`config.mk`:
```
export PLATFORM = sky130hd
export DESIGN_NAME = seq_divider
export DESIGN_NICKNAME = d
export VERILOG_FILES = /design/src/rtl/seq_divider_pkg.sv /design/src/rtl/seq_divider_addsub.sv /design/src/rtl/seq_divider.sv
export SDC_FILE = /design/constraint.sdc
export NUM_CORES = 1
export LEC_CHECK = 0
export BUFFER_PORTS_ARGS = -buffer_cell sky130_fd_sc_hd__buf_2
export CAP_MARGIN = 30
export CORE_MARGIN = 2
export CORE_UTILIZATION = 50
export CTS_CLUSTER_SIZE = 12
export DETAILED_ROUTE_END_ITERATION = 8
export HOLD_SLACK_MARGIN = 0.02
export PLACE_DENSITY = 0.7
export RECOVER_POWER = 25
export SETUP_SLACK_MARGIN = 0.2
export SYNTH_ARGS = -nofsm -noshare
export SYNTH_HDL_FRONTEND = slang
export SYNTH_SLANG_ARGS = --single-unit
```
`constraint.sdc`:
```
create_clock -name clock -period 11.3 [get_ports clock]
set_clock_uncertainty 0.1 [all_clocks]
set_input_delay 1.13 -clock clock [delete_from_list [all_inputs] [get_ports clock]]
set_output_delay 1.13 -clock clock [all_outputs]
set_load 0.005 [all_outputs]
```
`src/rtl/seq_divider_pkg.sv`:
```
`default_nettype none
// ============================================================================
// Module   : seq_divider_pkg
// Brief    : Shared types and constants for the sequential signed divider.
// Revision : 1.0 - initial release
// ============================================================================
package seq_divider_pkg;

  localparam int DEFAULT_WIDTH = 32;
  localparam logic [4:0] OP_DIV = 5'b10000;

  typedef enum logic [1:0] {
    S_IDLE = 2'd0,
    S_RUN  = 2'd1,
    S_FIX  = 2'd2,
    S_DONE = 2'd3
  } state_t;

endpackage
`default_nettype wire

```
`src/rtl/seq_divider_addsub.sv`:
```
`default_nettype none
// ============================================================================
// Module   : div_addsub
// Brief    : (WIDTH+1)-bit adder/subtractor shared by the iteration and fix-up.
// Revision : 1.0 - initial release
// ============================================================================
module div_addsub #(
  parameter int WIDTH = 32
) (
  input  logic [WIDTH:0] a,
  input  logic [WIDTH:0] b,
  input  logic           sub,
  output logic [WIDTH:0] sum
);

  assign sum = sub ? (a - b) : (a + b);

endmodule
`default_nettype wire

```
`src/rtl/seq_divider.sv`:
```
`default_nettype none
// ============================================================================
// Module   : seq_divider
// Brief    : Multi-cycle signed non-restoring divider (quotient LO, remainder HI).
// Revision : 1.0 - initial release
// ============================================================================
module seq_divider
  import seq_divider_pkg::*;
#(
  parameter int WIDTH = DEFAULT_WIDTH
) (
  input  logic             clock,
  input  logic             clear,
  input  logic             start,
  input  logic [WIDTH-1:0] A,
  input  logic [WIDTH-1:0] B,
  output logic [WIDTH-1:0] Clow,
  output logic [WIDTH-1:0] Chigh,
  output logic             busy,
  output logic             done,
  output logic             div_by_zero
);

  localparam int CW = (WIDTH > 1) ? $clog2(WIDTH) : 1;
  localparam logic [CW-1:0] c_last = CW'(WIDTH - 1);

  state_t           r_state;
  logic [CW-1:0]    r_count;
  logic [WIDTH:0]   r_p;
  logic [WIDTH-1:0] r_q;
  logic [WIDTH-1:0] r_d;
  logic             r_sign_q;
  logic             r_sign_r;
  logic             r_zero;
  logic [WIDTH-1:0] r_clow;
  logic [WIDTH-1:0] r_chigh;
  logic             r_busy;
  logic             r_done;
  logic             r_dbz;

  logic [WIDTH-1:0] w_abs_a;
  logic [WIDTH-1:0] w_abs_b;
  logic [WIDTH:0]   w_op_a;
  logic             w_sub;
  logic [WIDTH:0]   w_sum;
  logic [WIDTH-1:0] w_rem;

  // Magnitudes fit in WIDTH unsigned bits, including 2^(WIDTH-1).
  assign w_abs_a = A[WIDTH-1] ? -A : A;
  assign w_abs_b = B[WIDTH-1] ? -B : B;

  // RUN feeds the shifted remainder; FIX re-uses the unit for the final add.
  assign w_op_a = (r_state == S_RUN) ? {r_p[WIDTH-1:0], r_q[WIDTH-1]} : r_p;
  assign w_sub  = (r_state == S_RUN) && !r_p[WIDTH];
  assign w_rem  = r_p[WIDTH] ? w_sum[WIDTH-1:0] : r_p[WIDTH-1:0];

  div_addsub #(.WIDTH(WIDTH)) u_addsub (
    .a   (w_op_a),
    .b   ({1'b0, r_d}),
    .sub (w_sub),
    .sum (w_sum)
  );

  always_ff @(posedge clock or posedge clear) begin
    if (clear) begin
      r_state  <= S_IDLE;
      r_count  <= '0;
      r_p      <= '0;
      r_q      <= '0;
      r_d      <= '0;
      r_sign_q <= 1'b0;
      r_sign_r <= 1'b0;
      r_zero   <= 1'b0;
      r_clow   <= '0;
      r_chigh  <= '0;
      r_busy   <= 1'b0;
      r_done   <= 1'b0;
      r_dbz    <= 1'b0;
    end else begin
      case (r_state)
        S_IDLE: begin
          if (start) begin
            r_sign_q <= A[WIDTH-1] ^ B[WIDTH-1];
            r_sign_r <= A[WIDTH-1];
            r_zero   <= (B == '0);
            // A zero divisor parks the raw dividend in Q for the HI result.
            r_q      <= (B == '0) ? A : w_abs_a;
            r_d      <= w_abs_b;
            r_p      <= '0;
            r_count  <= c_last;
            r_dbz    <= 1'b0;
            r_busy   <= 1'b1;
            r_state  <= S_RUN;
          end
        end
        S_RUN: begin
          if (r_zero) begin
            r_clow  <= '1;
            r_chigh <= r_q;
            r_dbz   <= 1'b1;
            r_busy  <= 1'b0;
            r_done  <= 1'b1;
            r_state <= S_DONE;
          end else begin
            r_p <= w_sum;
            r_q <= {r_q[WIDTH-2:0], ~w_sum[WIDTH]};
            if (r_count == '0) begin
              r_state <= S_FIX;
            end else begin
              r_count <= r_count - 1'b1;
            end
          end
        end
        S_FIX: begin
          r_clow  <= r_sign_q ? -r_q : r_q;
          r_chigh <= r_sign_r ? -w_rem : w_rem;
          r_busy  <= 1'b0;
          r_done  <= 1'b1;
          r_state <= S_DONE;
        end
        S_DONE: begin
          r_done  <= 1'b0;
          r_state <= S_IDLE;
        end
        default: r_state <= S_IDLE;
      endcase
    end
  end

  assign Clow        = r_clow;
  assign Chigh       = r_chigh;
  assign busy        = r_busy;
  assign done        = r_done;
  assign div_by_zero = r_dbz;

endmodule
`default_nettype wire
```
---- Word level (Yosys, flattened, before mapping) ----
Index checks and enable logic that the tools add are counted.
Widths: inputs -> output; s select.
storage, ports and cells
  register bits after elaboration ......... 174
  bits in latches ......................... 0
  RAM bits ................................ 0
  ROM bits ................................ 0
  word-level logic and storage cells ...... 80
  memories kept ........................... 0
operators by class
  $add $sub $neg .......................... 7
  multipliers ............................. 0
  divide/modulo/power cells ............... 0
  magnitude comparators ................... 0
  eq/ne operators ......................... 8
  shifts and indexed selects .............. 0
  multiplexer cells ....................... 33
  bitwise operators ....................... 2
  reduce and logical (&&, ||, !) cells .... 17
operators by type and width
  kind                 count
  $mux 32              10
  $pmux 32 s2          3
  $mux 33              4
  $neg 32->32          4
  $pmux 33 s2          1
  $add 33x32->33       1
  $sub 33x32->33       1
  $logic_not 32->1     1
  $mux 5               3
  $pmux 5 s2           1
  $reduce_and 3->1     3
  $ne 2x2->1 const B   4
  $pmux 2 s4           1
  $reduce_and 2->1     4
  $mux 2               3
  $pmux 1 s3           2
  $reduce_bool 3->1    2
  $logic_not 5->1      1
  $sub 5x1->5 const B  1
  $eq 2x2->1 const B   2
  $mux 1               4
  $reduce_and 4->1     1
  $reduce_bool 2->1    2
  $ne 3x2->1 const B   1
  7 further kinds      7

---- Logic depth before layout (Yosys ltp) ----
  word-level depth ........................ 8
  mapped depth ............................ 22
  depth with buffers taken out ............ 20

---- Hierarchy ----
A second synthesis with hierarchy kept.
unflattened totals
  cell total of the unflattened synthesis .. 1566
  area, all modules ....................... 13242.7 um^2
by module, submodules not included
  module       instances  cells each  area each (um^2)  seq. area each (um^2)
  seq_divider  1          1198        10722.8           4354.2
  div_addsub   1          368         2519.9            0.0

---- Worst setup path after synthesis ----
No wires, ideal clock.
  kind .................................... reg-to-reg
  from .................................... reg r_p[32]
  to ...................................... reg r_chigh[27] (netlist: Chigh[27])
  arrival time ............................ 6.063 ns
  path slack .............................. 5.061 ns
  cell stages (with the launch flop) ...... 23
  cell sequence ........................... dfrtp_1 -> clkbuf_1 -> buf_1 -> clkbuf_1 -> buf_1 -> clkbuf_1 -> nor2_1 -> clkbuf_1 -> nor2_1 -> xnor2_1 -> ha_1 -> clkbuf_1 -> o211ai_1 -> o21ai_2 -> a211oi_4 -> o31a_2 -> xnor2_1 -> a211o_1 -> a211o_1 -> or3b_1 -> nor4b_1 -> mux2_1 -> o21ai_1
on the way
  word-level cells in the longest chain between the ends .. 7
RTL lines
  what                    line                      source
  start, declared         seq_divider.sv:29         logic [WIDTH:0] r_p;
  start signal, assigned  seq_divider.sv:105        r_p <= w_sum;
  $logic_not 1->1         seq_divider.sv:54         assign w_sub = (r_state == S_RUN) && !r_p[WIDTH];
  $logic_and 1x1->1       seq_divider.sv:54
  $mux 33                 seq_divider_addsub.sv:16  assign sum = sub ? (a - b) : (a + b);
  $mux 32 (*)             seq_divider.sv:55         assign w_rem = r_p[WIDTH] ? w_sum[WIDTH-1:0] : r_p[WIDTH-1:0];
  $neg 32->32             seq_divider.sv:116        r_chigh <= r_sign_r ? -w_rem : w_rem;
  $mux 32 (*)             seq_divider.sv:116
  $pmux 32 s2 (*)         seq_divider.sv:80         case (r_state)
  end signal, assigned    seq_divider.sv:99         r_chigh <= r_q;
  end signal, assigned    seq_divider.sv:116
  end, declared           seq_divider.sv:36         logic [WIDTH-1:0] r_chigh;
Mark *: on every way between the ends. The rest lies on a longest branch, timed or not.
A chain may end at the register's enable or synchronous reset.

---- Final worst setup path ----
  from .................................... reg r_state[1]
  to ...................................... reg r_chigh[27] (netlist: Chigh[27])
on the way
  word-level cells in the longest chain between the ends .. 8
RTL lines
  what                                                     line                                                     source
  start, declared                                          seq_divider.sv:27                                        state_t r_state;
  start signal, assigned                                   seq_divider.sv:66                                        r_state <= S_IDLE;
  start signal, assigned                                   seq_divider.sv:93                                        r_state <= S_RUN;
  start signal, assigned                                   seq_divider.sv:103                                       r_state <= S_DONE;
  $eq 2x1->1                                               seq_divider.sv:53, seq_divider.sv:54, seq_divider.sv:80
  $mux 33                                                  seq_divider.sv:53                                        assign w_op_a = (r_state == S_RUN) ? {r_p[WIDTH-1:0], r_q[WIDTH-1]} : r_p;
  $add 33x32->33 / $sub 33x32->33 (equally long branches)  seq_divider_addsub.sv:16
  $mux 33                                                  seq_divider_addsub.sv:16
  $mux 32                                                  seq_divider.sv:55
  $neg 32->32                                              seq_divider.sv:116
  $mux 32                                                  seq_divider.sv:116
  $pmux 32 s2                                              seq_divider.sv:80
Parallel ways exist; a longest one is shown, timed or not.

==> results.py <==
metrics = {
    "outcome": {
        "status": "finished, violations left",
        "violations": "capacitance limit, slew limit",
    },
    "drt": {
        "drc": 0,
        "vias": 12100,
        "drt_iter0_drc": 1109,
        "first_pass_iters": 5,
        "vias_per_cell": 6.05,
        "postRouteWirelength_um": 37600,
        "wire_per_inst_um": 18.8,
        "ant_nets": 0,
    },
    "synthesis": {
        "synth_fa_ha_area_frac": 0.0491,
        "yosysUniqueCellTypes": 83,
        "async_reset_ff_frac": 1.00,
        "synthesis.nets": 1689,
        "post-synth-top-area-cell": "dfrtp_1",
        "yosysSeqAreaShare": 0.331,
        "synth_top_family_by_area": "compound AO/OA/AOI/OAI gates",
        "synth_top_area_frac": 0.331,
        "synth_ff_type": "dfrtp_1",
        "syn_area_per_cell_um2": 8.36,
        "synth_edf_count": 0,
        "synth-seq-cells": 174,
        "yosys.area_share.xor_xnor": 0.113,
        "synth_area_um2": 13100,
        "synth.area.top_cells": "dfrtp_1 (33%), xor2_1 (8.1%), o21ai_0 (5.8%)",
        "synth_compound_area_frac": 0.228,
        "synthMuxAreaShare": 0.0621,
        "synth_simple_gate_area_frac": 0.183,
        "syn_inst": 1571,
        "ys_warn_count": 0,
    },
    "min_path": {
        "hold_path_class": "reg2reg",
    },
    "job": {
        "max_cap_viol_count": 2,
    },
    "clocking": {
        "holdBufCountCts": 0,
        "numClockSinks": 174,
        "clkTransAtPathRegs_ns": 0.08,
        "h-tree-depth": 4,
        "post-cts-setup-buffer-count": 0,
        "clockBufferDepth": 2,
        "cts_buffers": 17,
        "tritoncts": "yes",
        "root_buffer": "clkbuf_16",
        "clock_latency_ns": 0.45,
        "post_cts_resized": 0,
    },
    "final_layout": {
        "layout.nets": 1767,
        "final_common_cell": "nand2_1",
        "area_growth_pct": 11.0,
        "nFillCells": 2393,
        "drive_above_1_share": 0.146,
        "final_cells": 1997,
        "diodes": 0,
        "final_cell_mix": "nand2_1 (181), dfrtp_1 (173), o21ai_0 (153), nor2_1 (140), a21oi_1 (135)",
    },
    "floorplan": {
        "io_pins": 134,
        "die_width_um": 166,
        "initial_core_util": 0.507,
        "fp.dieH_um": 166,
        "core_area_um2": 25900,
        "fp.dieArea_um2": 27600,
        "rows": 59,
    },
    "placement": {
        "routabilityCongestion": 0.926,
        "dpl_worst_slack_ns": 4.73,
        "placedCellCount": 1964,
        "port_buffers": 133,
        "dpl.hpwl_um": 28400,
    },
    "global_route": {
        "grt_max_degree": 103,
        "antenna_found_initial": 0,
        "grt_pass1_wl_um": 60200,
        "grt_pass1_vias": 11100,
        "grtUsageTotal": 0.271,
        "overflow": 0,
    },
    "setup_path": {
        "critPathMaxFanout": 34,
        "crit_family": "compound AO/OA/AOI/OAI gates",
        "path_buf_inv": 4,
        "crit_path_top_delay_cell": "inv_1",
        "critPathLaunchType": "register",
        "path_cells": "inv_1, ha_2, buf_4, inv_1, nor2_1, buf_4, a21oi_1, xnor2_1, ha_1, nand2_1, o21ai_0, a21oi_1, o31a_2, xnor2_1, a211o_1, a211o_1, or3b_1, nor4b_1, mux2_1, o21ai_1",
        "crit_path_end_kind": "register",
        "critPathMaxStageDelay_ns": 0.74,
        "path_class": "reg2reg",
        "crit_arrival_ns": 6.49,
        "required_ns": 11.56,
    },
    "sta": {
        "report.final.slew_viol_count": 143,
        "maxSlewHeadroom": -1.33,
        "hold_viol": 0,
        "setup_viol": 0,
        "worst_slew_pin_slew_ns": 3.47,
        "setup_tns_ns": 0,
        "rsz0062_at_grt": "false",
        "period_share": 0.551,
        "setup_ws_ns": 5.07,
        "max_freq_ghz": 0.161,
        "period_minus_slack_ns": 6.23,
    },
    "pwr": {
        "seqPwrFrac": 0.238,
        "p_sw_w": 0.00268,
        "combPwrFrac": 0.648,
        "peakVddDrop_uv": 165,
        "p_sw_frac": 0.521,
        "leakage_nw": 6.26,
        "clock_power_share": 0.114,
        "p_int_w": 0.00246,
        "p_total_w": 0.00513,
        "p_per_area_nw_per_um2": 352,
    },
}
routing by layer:
| layer | GRT usage | share of wire |
|---|---|---|
| met5 | 0 | 0 |
| met4 | 0.0941 | 0.029 |
| met3 | 0.0355 | 0.066 |
| met2 | 0.402 | 0.42 |
| met1 | 0.406 | 0.48 |
worst paths after layout:
kind                       depth (start not counted)                   start  slack [ns]                     end
hold / removal                                     1  r_count[0]$_DFFE_PP0P_        0.39  r_count[0]$_DFFE_PP0P_
min in group asynchronous                          2                   clear        1.59  r_count[0]$_DFFE_PP0P_
max in group asynchronous                          4                   clear        7.02     r_p[32]$_DFFE_PP0P_
setup reg to reg                                  20  r_state[1]$_DFFE_PP0P_        5.07   Chigh[27]$_DFFE_PP0P_
setup / recovery                                  20  r_state[1]$_DFFE_PP0P_        5.07   Chigh[27]$_DFFE_PP0P_
hold reg to reg                                    1  r_count[0]$_DFFE_PP0P_        0.39  r_count[0]$_DFFE_PP0P_
power groups by stage:
stage	logic, W	clock network [W]	registers, W
3_5_place_dp	0.00326	0	0.00122
3_3_place_gp	0.00318	0	0.00121
5_1_grt	0.00368	0.000615	0.00126
6_report	0.00333	0.000585	0.00122
2_1_floorplan	0.00249	0	0.00110
4_1_cts	0.00328	0.000589	0.00121
Yosys cell counts, types with 22 or more instances:
cell      number
inv_1         26
xnor2_1       49
or3_1         23
ha_1          50
a22o_1        25
o21ai_0      153
nand2_1      182
nor3_1        22
clkbuf_1      72
mux2i_1       41
xor2_1       121
o31ai_1       38
o21ai_1       30
nor2_1       141
dfrtp_1      174
mux2_2        35
a21oi_1      135
metrics by stage:
stage,cell area (um2),hold WS (ns),util
after detailed placement,14000,0.377,0.541
after CTS,14600,0.388,0.563
after global routing,14600,0.428,0.563
final,14600,0.387,0.563
after global placement,14000,0.373,0.540
after floorplan,13100,0.353,-
logic make-up after synthesis:
family                     count (synthesis)
muxes                                     77
and+or+nand+nor                          499
adders and majority gates                 51
DFF                                      174
AOI/OAI and AO/OA                        485
xor gates and xnor gates                 170
buffers and inverters                    115
cell type report:
class,count,area [um2],area share
sequential,174,4360,0.299
multi-input combinational,1282,8360,0.573
inverter,28,106,0.00729
timing repair buffer,146,778,0.0534
clock buffer,19,443,0.0304
clock inverter,13,120,0.00824
tap,335,419,0.0287
state kept, by name, summed over array words and instances (netlist names):
name and cells:
r_q 32, Clow 32, Chigh 32, done 1
r_state 2, r_d 32, r_sign_r 1, r_count 5
div_by_zero 1, r_zero 1, r_sign_q 1, r_p 33
busy 1
Note: power is estimated with default switching activity, not from simulation.
